--- src/rtl/tnnzeq_sample_sequencer.sv ---
// Sequences one ternary-weight sweep into a downstream accumulator: clear, stream
// +/- selected features, then a one-cycle done pulse. All outputs are registered.
module tnnzeq_sample_sequencer #(
  parameter int unsigned FEAT = 4,
  parameter int unsigned BITS = 8,
  parameter int unsigned SIZE = 4,
  parameter logic [((SIZE > 0) ? SIZE : 1) * ((FEAT > 1) ? $clog2(FEAT) : 1) - 1:0] IDX = '0,
  parameter logic [((SIZE > 0) ? SIZE : 1) - 1:0] NEG = '0
) (
  input  logic                   clk,
  input  logic                   rst_n,
  input  logic                   start,
  input  logic [FEAT*BITS-1:0]   features,
  output logic                   ready,
  output logic                   acc_clr,
  output logic signed [BITS:0]   sample,
  output logic                   halt,
  output logic                   last,
  output logic                   done
);

  localparam int unsigned IW = (FEAT > 1) ? $clog2(FEAT) : 1;
  localparam int unsigned KW = (SIZE > 1) ? $clog2(SIZE) : 1;
  localparam logic [KW-1:0] LASTK = KW'((SIZE > 0) ? SIZE - 1 : 0);

  typedef enum logic [1:0] {
    ST_IDLE   = 2'd0,
    ST_CLEAR  = 2'd1,
    ST_STREAM = 2'd2,
    ST_DONE   = 2'd3
  } state_t;

  state_t                state_q;
  logic [KW-1:0]         k_q;
  logic [FEAT*BITS-1:0]  feat_q;

  logic [KW-1:0]         k_nxt;
  logic signed [BITS:0]  x;
  logic signed [BITS:0]  smp_nxt;
  logic                  last_nxt;

  // Sample for the step about to be presented; unmatched (out-of-range) indices give 0.
  always_comb begin
    k_nxt    = (state_q == ST_STREAM) ? k_q + KW'(1) : '0;
    x        = '0;
    smp_nxt  = '0;
    for (int j = 0; j < int'(SIZE); j++) begin
      if (k_nxt == KW'(j)) begin
        for (int f = 0; f < int'(FEAT); f++) begin
          if (IDX[j*IW +: IW] == IW'(f)) begin
            x       = {1'b0, feat_q[f*BITS +: BITS]};
            smp_nxt = NEG[j] ? -x : x;
          end
        end
      end
    end
    last_nxt = (k_nxt == LASTK);
  end

  always_ff @(posedge clk) begin
    if (!rst_n) begin
      state_q <= ST_IDLE;
      k_q     <= '0;
      feat_q  <= '0;
      ready   <= 1'b1;
      acc_clr <= 1'b0;
      sample  <= '0;
      halt    <= 1'b1;
      last    <= 1'b0;
      done    <= 1'b0;
    end else begin
      case (state_q)
        ST_IDLE: begin
          if (start) begin
            state_q <= ST_CLEAR;
            feat_q  <= features;
            ready   <= 1'b0;
            acc_clr <= 1'b1;
          end
        end
        ST_CLEAR: begin
          acc_clr <= 1'b0;
          if (SIZE != 0) begin
            state_q <= ST_STREAM;
            k_q     <= '0;
            halt    <= 1'b0;
            sample  <= smp_nxt;
            last    <= last_nxt;
          end else begin
            state_q <= ST_DONE;
            done    <= 1'b1;
          end
        end
        ST_STREAM: begin
          if (k_q == LASTK) begin
            state_q <= ST_DONE;
            halt    <= 1'b1;
            sample  <= '0;
            last    <= 1'b0;
            done    <= 1'b1;
          end else begin
            k_q    <= k_nxt;
            sample <= smp_nxt;
            last   <= last_nxt;
          end
        end
        ST_DONE: begin
          state_q <= ST_IDLE;
          done    <= 1'b0;
          ready   <= 1'b1;
        end
      endcase
    end
  end

endmodule

--- config.mk ---
export PLATFORM = sky130hd
export DESIGN_NAME = tnnzeq_sample_sequencer
export DESIGN_NICKNAME = d
export VERILOG_FILES = /design/src/rtl/tnnzeq_sample_sequencer.sv
export SDC_FILE = /design/constraint.sdc
export NUM_CORES = 1
export LEC_CHECK = 0
export CAP_MARGIN = 5
export CELL_PAD_IN_SITES_DETAIL_PLACEMENT = 0
export CELL_PAD_IN_SITES_GLOBAL_PLACEMENT = 1
export CORE_UTILIZATION = 39
export CTS_BUF_LIST = sky130_fd_sc_hd__clkbuf_16
export DETAILED_ROUTE_END_ITERATION = 6
export DONT_BUFFER_PORTS = 1
export PLACE_DENSITY_LB_ADDON = 0.1
export SKIP_LAST_GASP = 1
export SYNTH_ARGS = -nofsm -noshare
export SYNTH_HDL_FRONTEND = slang
export SYNTH_SLANG_ARGS = --single-unit
export TNS_END_PERCENT = 1
--- constraint.sdc ---
create_clock -name clk -period 1.1 [get_ports clk]
set_input_delay 0.22 -clock clk [delete_from_list [all_inputs] [get_ports clk]]
set_output_delay 0.22 -clock clk [all_outputs]
set_load 0.02 [all_outputs]
# ---- Yosys cells after proc, flatten, opt, wreduce, memory -nomap -nowiden
# Cells that the tools add are included.
dict set report word_totals {
  regBits 26
  input_bits 35
  output_inout_bits 14
  wordCells 54
}
dict set report classes {
  addsub 1
  n_eq_ne 10
  n_mux 21
  reduce_logical 13
}
# op count
set ops {}
lappend ops {{9-bit two-way mux} 3}
lappend ops {{9-bit one-hot mux with 2 select lines} 1}
lappend ops {{8-bit two-way mux} 2}
lappend ops {{2-bit AND reduction} 7}
lappend ops {{2-bit equality test (second input constant)} 5}
lappend ops {{1-bit one-hot mux with 2 select lines} 5}
lappend ops {{2-bit two-way mux} 4}
lappend ops {{2-bit one-hot mux with 4 select lines} 1}
lappend ops {{2-bit nonzero test} 4}
lappend ops {{2-bit by 1-bit equality test with 1-bit output (second input constant)} 2}
lappend ops {{2-bit logical NOT} 2}
lappend ops {{1-bit two-way mux} 4}
lappend ops {{2-bit inequality test (second input constant)} 2}
lappend ops {{2-bit one-hot mux with 2 select lines} 1}
lappend ops {{2-bit by 1-bit adder with 2-bit output (second input constant)} 1}
lappend ops {{2-bit by 1-bit inequality test with 1-bit output (second input constant)} 1}

# ---- Logic depth before layout (Yosys ltp)
# Gate-level depths: netlist of the first run.
dict set report depth {
  word_depth 9
  ltp_mapped 6
  depth_no_buf 5
}

# ---- Least setup slack after synthesis of the first run
# No wires, ideal clock.
dict set report synth_timing {
  path_kind {register -> register}
  startpoint {reg state_q[1]}
  endpoint {reg last}
  setup_ns 0.066
  t_arrival_ns 1.202
  required_time_ns 1.034
  slack_ns -0.168
  path_stages_with_launch 7
  n_path_buf 2
  period_less_slack_ns 1.268
  path_cell_list {dfxtp_1 > inv_1 > ha_1 > buf_2 > buf_4 > nand4b_2 > a21boi_2}
}
dict set report synth_between {
  elab_chain_cells 5
  elab_cells_between_ends 7
  cone_classes {3 x eq/ne; 3 x mux; 1 x reduce/logical}
}
# item line
set synth_lines {}
lappend synth_lines {{start: declaration} 33} ;# state_t state_q;
lappend synth_lines {{start signal: assignment} 62} ;# state_q <= ST_IDLE;
lappend synth_lines {{start signal: assignment} 75} ;# state_q <= ST_CLEAR;
lappend synth_lines {{start signal: assignment} 84} ;# state_q <= ST_STREAM;
lappend synth_lines {{2-bit equality test} {44, 72}}
lappend synth_lines {{2-bit two-way mux} 44} ;# k_nxt = (state_q == ST_STREAM) ? k_q + KW'(1) : '0;
lappend synth_lines {{2-bit equality test} 57} ;# last_nxt = (k_nxt == LASTK);
lappend synth_lines {{1-bit two-way mux} 95} ;# if (k_q == LASTK) begin
lappend synth_lines {{1-bit one-hot mux with 2 select lines} 72} ;# case (state_q)
lappend synth_lines {{end signal: assignment} 88} ;# last <= last_nxt;
lappend synth_lines {{end signal: assignment} 104} ;# last <= last_nxt;
lappend synth_lines {{end: declaration} 18} ;# output logic last,
# Parallel ways exist; a longest one is shown, timed or not.
# A chain may end at the register's enable or synchronous reset.

# ---- Worst setup path after layout of the first run
dict set report layout_timing {
  startpoint {reg state_q[0]}
  endpoint {reg state_q[0]}
}
dict set report layout_between {
  elab_chain_cells 3
  elab_cells_between_ends 8
  cone_classes {5 x eq/ne; 1 x mux; 2 x reduce/logical}
}
# item line
set layout_lines {}
lappend layout_lines {{2-bit equality test or 2-bit logical NOT (tied branches)} 72}
lappend layout_lines {{2-bit by 1-bit inequality test with 1-bit output (no line) or 2-bit inequality test (tied branches)} n/a}
lappend layout_lines {{2-bit AND reduction (no line)} n/a}
# Parallel ways exist; a longest one is shown, timed or not.

==> run metrics, run 1 <==
synth unique cells 26; FF+latch area 505 sq um; Power Total 3.38 mW; ys flop type dfxtp_1; count of final hold-check violations 0; Slew Limit Fails 0; combinational power share 36.9%; io pins 49; Critical Path Source Type flip-flop; WL final 2230 um; initial antenna violation count 0; Syn Inst Count 121; # port buffers 0; clk_lat worst skew 0.26 ns; Yosys top cell area share 45.5%; cell taking the most area after synthesis dfxtp_1; core area 2570 sq um; worst vdd ir 1.22 mV; number of global-route vias before repair 759; crit share post-route 106%; initial core utilization 42.9%; Cell Area, Placed 1180 sq um; Multi-input gate area 634 sq um; Final Skew 0.00205 ns; Yosys reg bits 25; RSZ-0062 raised after global routing yes; Psw 1.12 mW; most frequent cell after synthesis dfxtp_1; Sequential Power Share 38.4%; Longest Clk Path Bufs 2; CTS tree built; HP Class primary input to flip-flop; maximum clock rate 0.857 GHz; final hold slack 0.0311 ns; clk slew on worst S/H paths 0.07 ns; outcome finished with violations; top post-synthesis cells by count dfxtp_1 (25), nand2_1 (20), a21boi_0 (16), nand2b_1 (10), nand3_1 (9); Starting DRT DRC Count 8; Req. time, crit path 1.30 ns; worst reg2reg setup slack -0.07 ns; Clock Sinks 25; Final TNS setup -0.352 ns; Syn Std Cell Area 1100 sq um; sequential area share after synthesis 45.5%; Int Pwr 2.26 mW; DIE WIDTH 55.1 um; Die Y 55.1 um; max-cap violations 0; Core Rows 18; GP Congestion 0.667; yosys warns 0; routed vias 830; Final Cell Area 1380 sq um; nets@finish 173; area grow syn2layout 25.6%; share of cells above drive strength 1 26.0%; DRT Pass-1 Iters 4; crit path max fanout 6; largest net degree at the start of global routing 28; overall global routing resource usage 16.9%; grt ovf 0; hpwl dp 1410 um; crit end category flip-flop; Syn Nets 162; fin crit period 1.17 ns; root buf cell clkbuf_16; crit path kind flip-flop to flip-flop; residual DRC count 0; Clock Power Share 24.7%; Diodes inserted 0; cts bufs inserted 3; first-pass GRT wire length 3410 um; Post-synth EDFFs 0; H-Tree Depth 1; via/cell ratio 5.16; Critical Path AT 1.37 ns; ys async rst share 0%; failing checks setup timing; ANT nets after route 0; endpoints failing setup 17; die footprint 3040 sq um; synth top area cells dfxtp_1 (45%), a21boi_0 (11%), ha_1 (6.8%); Sw Share 33.1%; syn avg cell area 9.10 sq um; PwrDens 2440 nW/um^2; WL/cell 13.8 um; P_leak 0.533 nW; worst setup margin -0.0662 ns; fill count 254; Place WS -0.189 ns
==> state kept, by name (all words and copies together), names as in the netlist <==
signal	flops
last	1
ready	1
done	1
state_q	2
halt	1
acc_clr	1
k_q	2
sample	8
feat_q	8
==> critical path: stages (launching register included) <==
cell     delay (ns)
dfxtp_2        0.35
inv_4          0.06
ha_4           0.18
and2b_4        0.20
o21ai_2        0.13
o311a_1        0.18
==> metrics by stage <==
stage	std cells	util (%)
floorplan	121	-
global placement	153	46.1
detailed placement	153	46.1
CTS	161	53.3
global route	161	53.8
finish	161	53.8
==> layout make-up <==
type                            instances  share of cell area (%)
Clock buffer                            3                    5.43
Clock inverter                          1                   0.543
Inverter                                2                   0.905
Multi-Input combinational cell         88                    45.9
Sequential cell                        25                    36.6
Tap cell                               30                    2.71
Timing Repair Buffer                   12                    7.96
==> path summary, 6_finish.rpt <==
path                                 start          to  cells past startpoint
worst min-delay path                 rst_n        halt                      1
worst min register to register   feat_q[3]   feat_q[3]                      2
worst max-delay path            state_q[0]  state_q[0]                      5
worst max register to register  state_q[0]  state_q[0]                      5
==> layout by cell type (no fill, tap or decap), drive strengths merged <==
cell	count
clkinvlp	1
clkbuf	3
o21a	2
ha	6
inv	2
a21boi	18
buf	12
nand2b	10
o311a	1
mux2i	1
dfxtp	25
nand2	21
o21ai	5
a21oi	4
a2bb2oi	1
nand4b	1
conb	1
and2b	2
nand3	9
and2	1
nor2b	2
nor2	3
==> cells by family (layout without fill, tap and decap cells) <==
group / count (synthesis) / count (layout) / share of synthesized area (%)
mux: 1 / 1 / 0.909
compound gates: 31 / 31 / 19.8
simple gates: 49 / 49 / 22.8
buf+inv: 8 / 18 / 3.86
flops: 25 / 25 / 45.5
fa+ha+maj: 6 / 6 / 6.82
other cells: 1 / 1 / 0.341
==> routing by layer <==
layer | track usage (%) | vias to the layer above | routed length [um]
met5 | 0 | - | 0
met4 | 7.50 | 0 | 36
met3 | 5.74 | 5 | 114
met2 | 28.3 | 20 | 1040
met1 | 19.3 | 378 | 1030
li1 | - | 427 | -
==> repair_timing <==
item | 4_1_cts | 5_1_grt
gates resized for setup | 25 | 2
hold buffers | 0 | 0
setup endpoints to repair | 25 | 24
setup buffers | 4 | 0
pin swaps | 4 | 0
==> power groups by stage <==
stage / Clock, mW / Sequential (mW) / Combinational [mW]
floorplan: 0 / 1.30 / 0.731
global placement: 0 / 1.29 / 0.905
detailed placement: 0 / 1.30 / 0.946
CTS: 0.848 / 1.29 / 1.23
global route: 0.889 / 1.32 / 1.37
finish: 0.834 / 1.30 / 1.24
Note: power is estimated with default switching activity, not from simulation.
==> run 2, diff against run 1 <==
--- a/config.mk
+++ b/config.mk
@@ -5,9 +5,10 @@
 export SDC_FILE = /design/constraint.sdc
 export NUM_CORES = 1
 export LEC_CHECK = 0
-export CAP_MARGIN = 5
+export CAP_MARGIN = 20
 export CELL_PAD_IN_SITES_DETAIL_PLACEMENT = 0
 export CELL_PAD_IN_SITES_GLOBAL_PLACEMENT = 1
+export CORE_MARGIN = 1.5
 export CORE_UTILIZATION = 39
 export CTS_BUF_LIST = sky130_fd_sc_hd__clkbuf_16
 export DETAILED_ROUTE_END_ITERATION = 6
==> run metrics, run 2 (same netlist as run 1, synthesis figures left out) <==
area grow syn2layout 32.2%; Core Util, Final 53.7% (-0.16 points); cts hold-fix bufs 0 (unchanged); worst setup margin -0.0635 ns (+0.00278 ns); Clock Sinks 25 (unchanged); overall global routing resource usage 15.8% (-1.0 points); first-pass GRT wire length 3830 um (+12%); Longest Clk Path Bufs 2 (unchanged); grt ovf 0 (unchanged); max-cap violations 0 (unchanged); Final Skew 0.00130 ns (-0.000751 ns); Layout Cells excl Fill 162 (+0.62%); RSZ-0062 raised after global routing yes; number of global-route vias before repair 802 (+5.7%); Core Rows 19 (+1); Diodes inserted 0 (unchanged); CP max stage cell dfxtp_4; initial core utilization 40.6% (-2.3 points); io pins 49 (unchanged); die footprint 3150 sq um (+3.7%); CTS tree built; outcome finished with violations; Slew Limit Fails 0 (unchanged); crit share post-route 106% (-0.25 points); crit path kind flip-flop to flip-flop; H-Tree Depth 1 (unchanged); failing checks setup timing; ANT nets after route 0 (unchanged); DRT Pass-1 Iters 2 (-2); nets@finish 173 (unchanged); count of final hold-check violations 0 (unchanged); Req. time, crit path 1.29 ns (about the same); crit path max fanout 6 (unchanged); PwrDens 2480 nW/um^2 (+1.6%); Critical Path Source Type flip-flop; crit-path cells inv_4, ha_4, buf_12, nand2b_4, a21boi_1; commonest non-fill, non-tap cell in the layout dfxtp_1; GP Congestion 0.736 (+10%); via/cell ratio 5.05 (-2.1%); Starting DRT DRC Count 8 (unchanged); root buf cell clkbuf_16; top flop regs feat_q x8, sample x8; residual DRC count 0 (unchanged); cts bufs inserted 3 (unchanged); WL/cell 13.7 um (-1.0%); initial antenna violation count 0 (unchanged); share of cells above drive strength 1 32.8% (+6.9 points); endpoints failing setup 14 (-3); crit-path max cell delay 0.38 ns (+0.03 ns); largest net degree at the start of global routing 28 (unchanged); HP Class primary input to flip-flop; maximum clock rate 0.860 GHz (+0.24%); Critical Path AT 1.36 ns (about the same); Final TNS setup -0.578 ns (-0.226 ns); clk_lat worst skew 0.26 ns (about the same); # port buffers 0 (unchanged); hpwl dp 1380 um (-2.0%); placed insts 154 (+0.65%); Die Y 56.1 um (+1.8%); worst vdd ir 1.25 mV (+3.0%); core area 2710 sq um (+5.6%); DIE WIDTH 56.1 um (+1.8%); routed vias 818 (-1.4%); crit end category flip-flop; final hold slack 0.0362 ns (+0.00511 ns); fin crit period 1.16 ns (-0.00278 ns); fill count 276 (+8.7%); clk slew on worst S/H paths 0.06 ns (about the same); crit path buf inv count 2 (+1); WL final 2220 um (-0.40%); CP top delay family flip-flops; most frequent cells in the layout dfxtp_1 (23), nand2_1 (19), nand3_1 (9); P_leak 0.592 nW (+11%)
[run 2: report_power, final]
part | internal [mW] | leakage, nW | switching [mW]
clock network | 0.490 | 0.0409 | 0.317
logic | 0.869 | 0.346 | 0.627
registers | 1.09 | 0.205 | 0.219
total | 2.45 | 0.592 | 1.16
[run 2: timing repair]
| item | 4_1_cts | 5_1_grt |
|---|---|---|
| buffers inserted | 3 | 0 |
| pin swaps | 1 | 10 |
| setup endpoints to repair | 24 | 25 |
| gates resized for setup | 24 | 18 |
| gates cloned | 0 | 1 |
[run 2: routing by layer]
metal | routed length (um) | up-vias | track usage [%] | part of all wire [%]
li1 | - | 427 | - | -
met1 | 1020 | 372 | 19.6 | 46
met2 | 1080 | 15 | 25.9 | 49
met3 | 80 | 4 | 3.26 | 3.6
met4 | 34 | 0 | 8.16 | 1.5
met5 | 0 | - | 0 | 0
[run 2: cell type report]
class                           count  area (sq um)  share of cell area, %
Clock buffer                        3          75.1                   5.16
Sequential cell                    25           505                   34.7
Multi-Input combinational cell     88           704                   48.4
Timing Repair Buffer               12           114                   7.82
Inverter                            2          12.5                  0.860
Clock inverter                      1          5.00                  0.344
Tap cell                           31          38.8                   2.67
[run 2: final timing paths]
kind	endpoint	cells after the start	slack, ns	start
worst max-delay path	sample[4]	5	-0.06	state_q[1]
worst min-delay path	halt	1	0.04	rst_n
worst max register to register	sample[4]	5	-0.06	state_q[1]
worst min register to register	feat_q[5]	2	0.45	feat_q[5]
[run 2: through the flow]
step                      area, sq um  setup slack [ns]  total power [mW]
final                            1460           -0.0635              3.61
after global routing             1460            -0.110              3.87
after CTS                        1360           -0.0391              3.37
after detailed placement         1180            -0.151              2.23
after global placement           1180            -0.128              2.20
after floorplan                  1130           -0.0360              2.03
==> run 3, diff against run 2 <==
--- a/config.mk
+++ b/config.mk
@@ -6,14 +6,12 @@
 export NUM_CORES = 1
 export LEC_CHECK = 0
 export CAP_MARGIN = 20
-export CELL_PAD_IN_SITES_DETAIL_PLACEMENT = 0
-export CELL_PAD_IN_SITES_GLOBAL_PLACEMENT = 1
 export CORE_MARGIN = 1.5
-export CORE_UTILIZATION = 39
+export CORE_UTILIZATION = 54
 export CTS_BUF_LIST = sky130_fd_sc_hd__clkbuf_16
 export DETAILED_ROUTE_END_ITERATION = 6
 export DONT_BUFFER_PORTS = 1
-export PLACE_DENSITY_LB_ADDON = 0.1
+export PLACE_DENSITY = 0.72
 export SKIP_LAST_GASP = 1
 export SYNTH_ARGS = -nofsm -noshare
 export SYNTH_HDL_FRONTEND = slang
==> run metrics, run 3 (same netlist as run 1, synthesis figures left out) <==
HP Class primary input to flip-flop; min-delay src rst_n; core area 1940 sq um (-28%); Final Skew 0.00419 ns (+0.00289 ns); CP Launch Point state_q[0]; initial core utilization 56.7% (+16 points); routed vias 857 (+4.8%); Clock Sinks 25 (unchanged); outcome finished with violations; GP Congestion 0.702 (-4.7%); Critical Path AT 1.37 ns (about the same); Layout Cells excl Fill 159 (-1.9%); maximum clock rate 0.854 GHz (-0.60%); failing checks setup timing; residual DRC count 0 (unchanged); grt ovf 0 (unchanged); crit path max fanout 6 (unchanged); hpwl dp 1340 um (-3.0%); first-pass GRT wire length 3370 um (-12%); largest net degree at the start of global routing 28 (unchanged); Reg-to-Reg Start state_q[0]; global-route met3 utilization 4.44% (+1.2 points); RSZ-0062 raised after global routing yes; top flop regs feat_q x8, sample x8; ANT nets after route 0 (unchanged); initial antenna violation count 0 (unchanged); worst vdd ir 2.26 mV (+80%); share of cells above drive strength 1 34.1% (+1.3 points); fin crit period 1.17 ns (+0.00698 ns); worst setup margin -0.0704 ns (-0.00698 ns); cts hold-fix bufs 0 (unchanged); PwrDens 2480 nW/um^2 (about the same); Starting DRT DRC Count 17 (+9); fill count 141 (-49%); GR peak layer met2; most frequent cells in the layout dfxtp_1 (23), nand2_1 (19), a21boi_0 (9), buf_4 (9), nand3_1 (8); WL/cell 14.9 um (+9.0%); worst reg2reg path depth 5 (unchanged); Final TNS setup -0.710 ns (-0.132 ns); Slew Limit Fails 0 (unchanged); Power Total 3.63 mW (+0.39%); DRT Pass-1 Iters 4 (+2); WL final 2370 um (+7.0%); max-cap violations 0 (unchanged); crit path kind flip-flop to flip-flop; endpoints failing setup 19 (+5); number of global-route vias before repair 749 (-6.6%); placed insts 147 (-4.5%); GRT met2 Usage 35.0% (+9.1 points); crit share post-route 106% (+0.63 points); Diodes inserted 0 (unchanged); Req. time, crit path 1.30 ns (about the same); Longest Clk Path Bufs 2 (unchanged); overall global routing resource usage 21.5% (+5.7 points); P_leak 0.597 nW (+0.88%); Cell Area, Placed 1170 sq um (-1.3%); Die Y 48.2 um (-14%); Critical Path Source Type flip-flop; nets@finish 174 (+0.58%); count of final hold-check violations 0 (unchanged); met1 Track Usage GR 27.4% (+7.8 points); cts bufs inserted 3 (unchanged); Core Rows 16 (-3); via/cell ratio 5.39 (+6.7%); root buf cell clkbuf_16; commonest non-fill, non-tap cell in the layout dfxtp_1; io pins 49 (unchanged); Final Cell Area 1460 sq um (+0.43%); CTS tree built; H-Tree Depth 1 (unchanged); area grow syn2layout 32.7%; clk_lat worst skew 0.26 ns (about the same); crit end category flip-flop; DIE WIDTH 48.2 um (-14%); clk slew on worst S/H paths 0.06 ns (about the same); # port buffers 0 (unchanged); die footprint 2320 sq um (-26%); Place WS -0.159 ns (-0.00864 ns); hold path cells 1 (unchanged)
[run 3: cell types whose count changed in the layout (fill, tap and decap cells not counted), moves of 2 or more]
cell / before / now
a21boi_1: 8 / 4
a21boi_0: 6 / 9
nand2b_4: 7 / 5
nand2b_1: 3 / 5
[run 3: what timing repair did]
item                       CTS  global route
setup buffers                6             1
gates resized for setup     32            10
pin swaps                    8             7
gates cloned                 1             0
setup endpoints to repair   24            25
[run 3: worst max-delay path, stage by stage, from the launching register on]
cell,delay (ns)
dfxtp_2,0.35
inv_4,0.06
ha_4,0.18
and2b_4,0.21
o21ai_2,0.12
o311a_1,0.17
[run 3: final timing paths]
path,slack (ns),end
setup / recovery,-0.07,state_q[0]
hold / removal,0.04,ready
setup reg to reg,-0.07,state_q[0]
hold reg to reg,0.46,feat_q[3]
[run 3: final cells by class]
| class | instances | area [sq um] | share of cell area [%] |
|---|---|---|---|
| sequential | 25 | 505 | 34.6 |
| clock inverter | 1 | 7.51 | 0.514 |
| multi-input combinational | 88 | 706 | 48.3 |
| timing repair buffer | 13 | 121 | 8.30 |
| clock buffer | 3 | 75.1 | 5.14 |
| tap | 27 | 33.8 | 2.31 |
| inverter | 2 | 12.5 | 0.856 |
[run 3: metal layers]
metal / vias up / share of wire (%)
met3: 4 / 3.7
li1: 429 / -
met2: 18 / 51
met5: - / 0
met1: 406 / 44
met4: 0 / 1.7
[run 3: per-stage QoR]
step / utilization [%] / hold slack [ns]
finish: 75.3 / 0.0443
global route: 75.3 / 0.0508
CTS: 72.2 / 0.0391
detailed placement: 60.2 / 0.303
global placement: 60.2 / 0.301
floorplan: - / 0.355
[run 3: report_power, final]
group / internal (mW) / switching [mW] / leakage (nW)
registers: 1.09 / 0.220 / 0.205
clock network: 0.494 / 0.330 / 0.0371
logic: 0.833 / 0.659 / 0.355
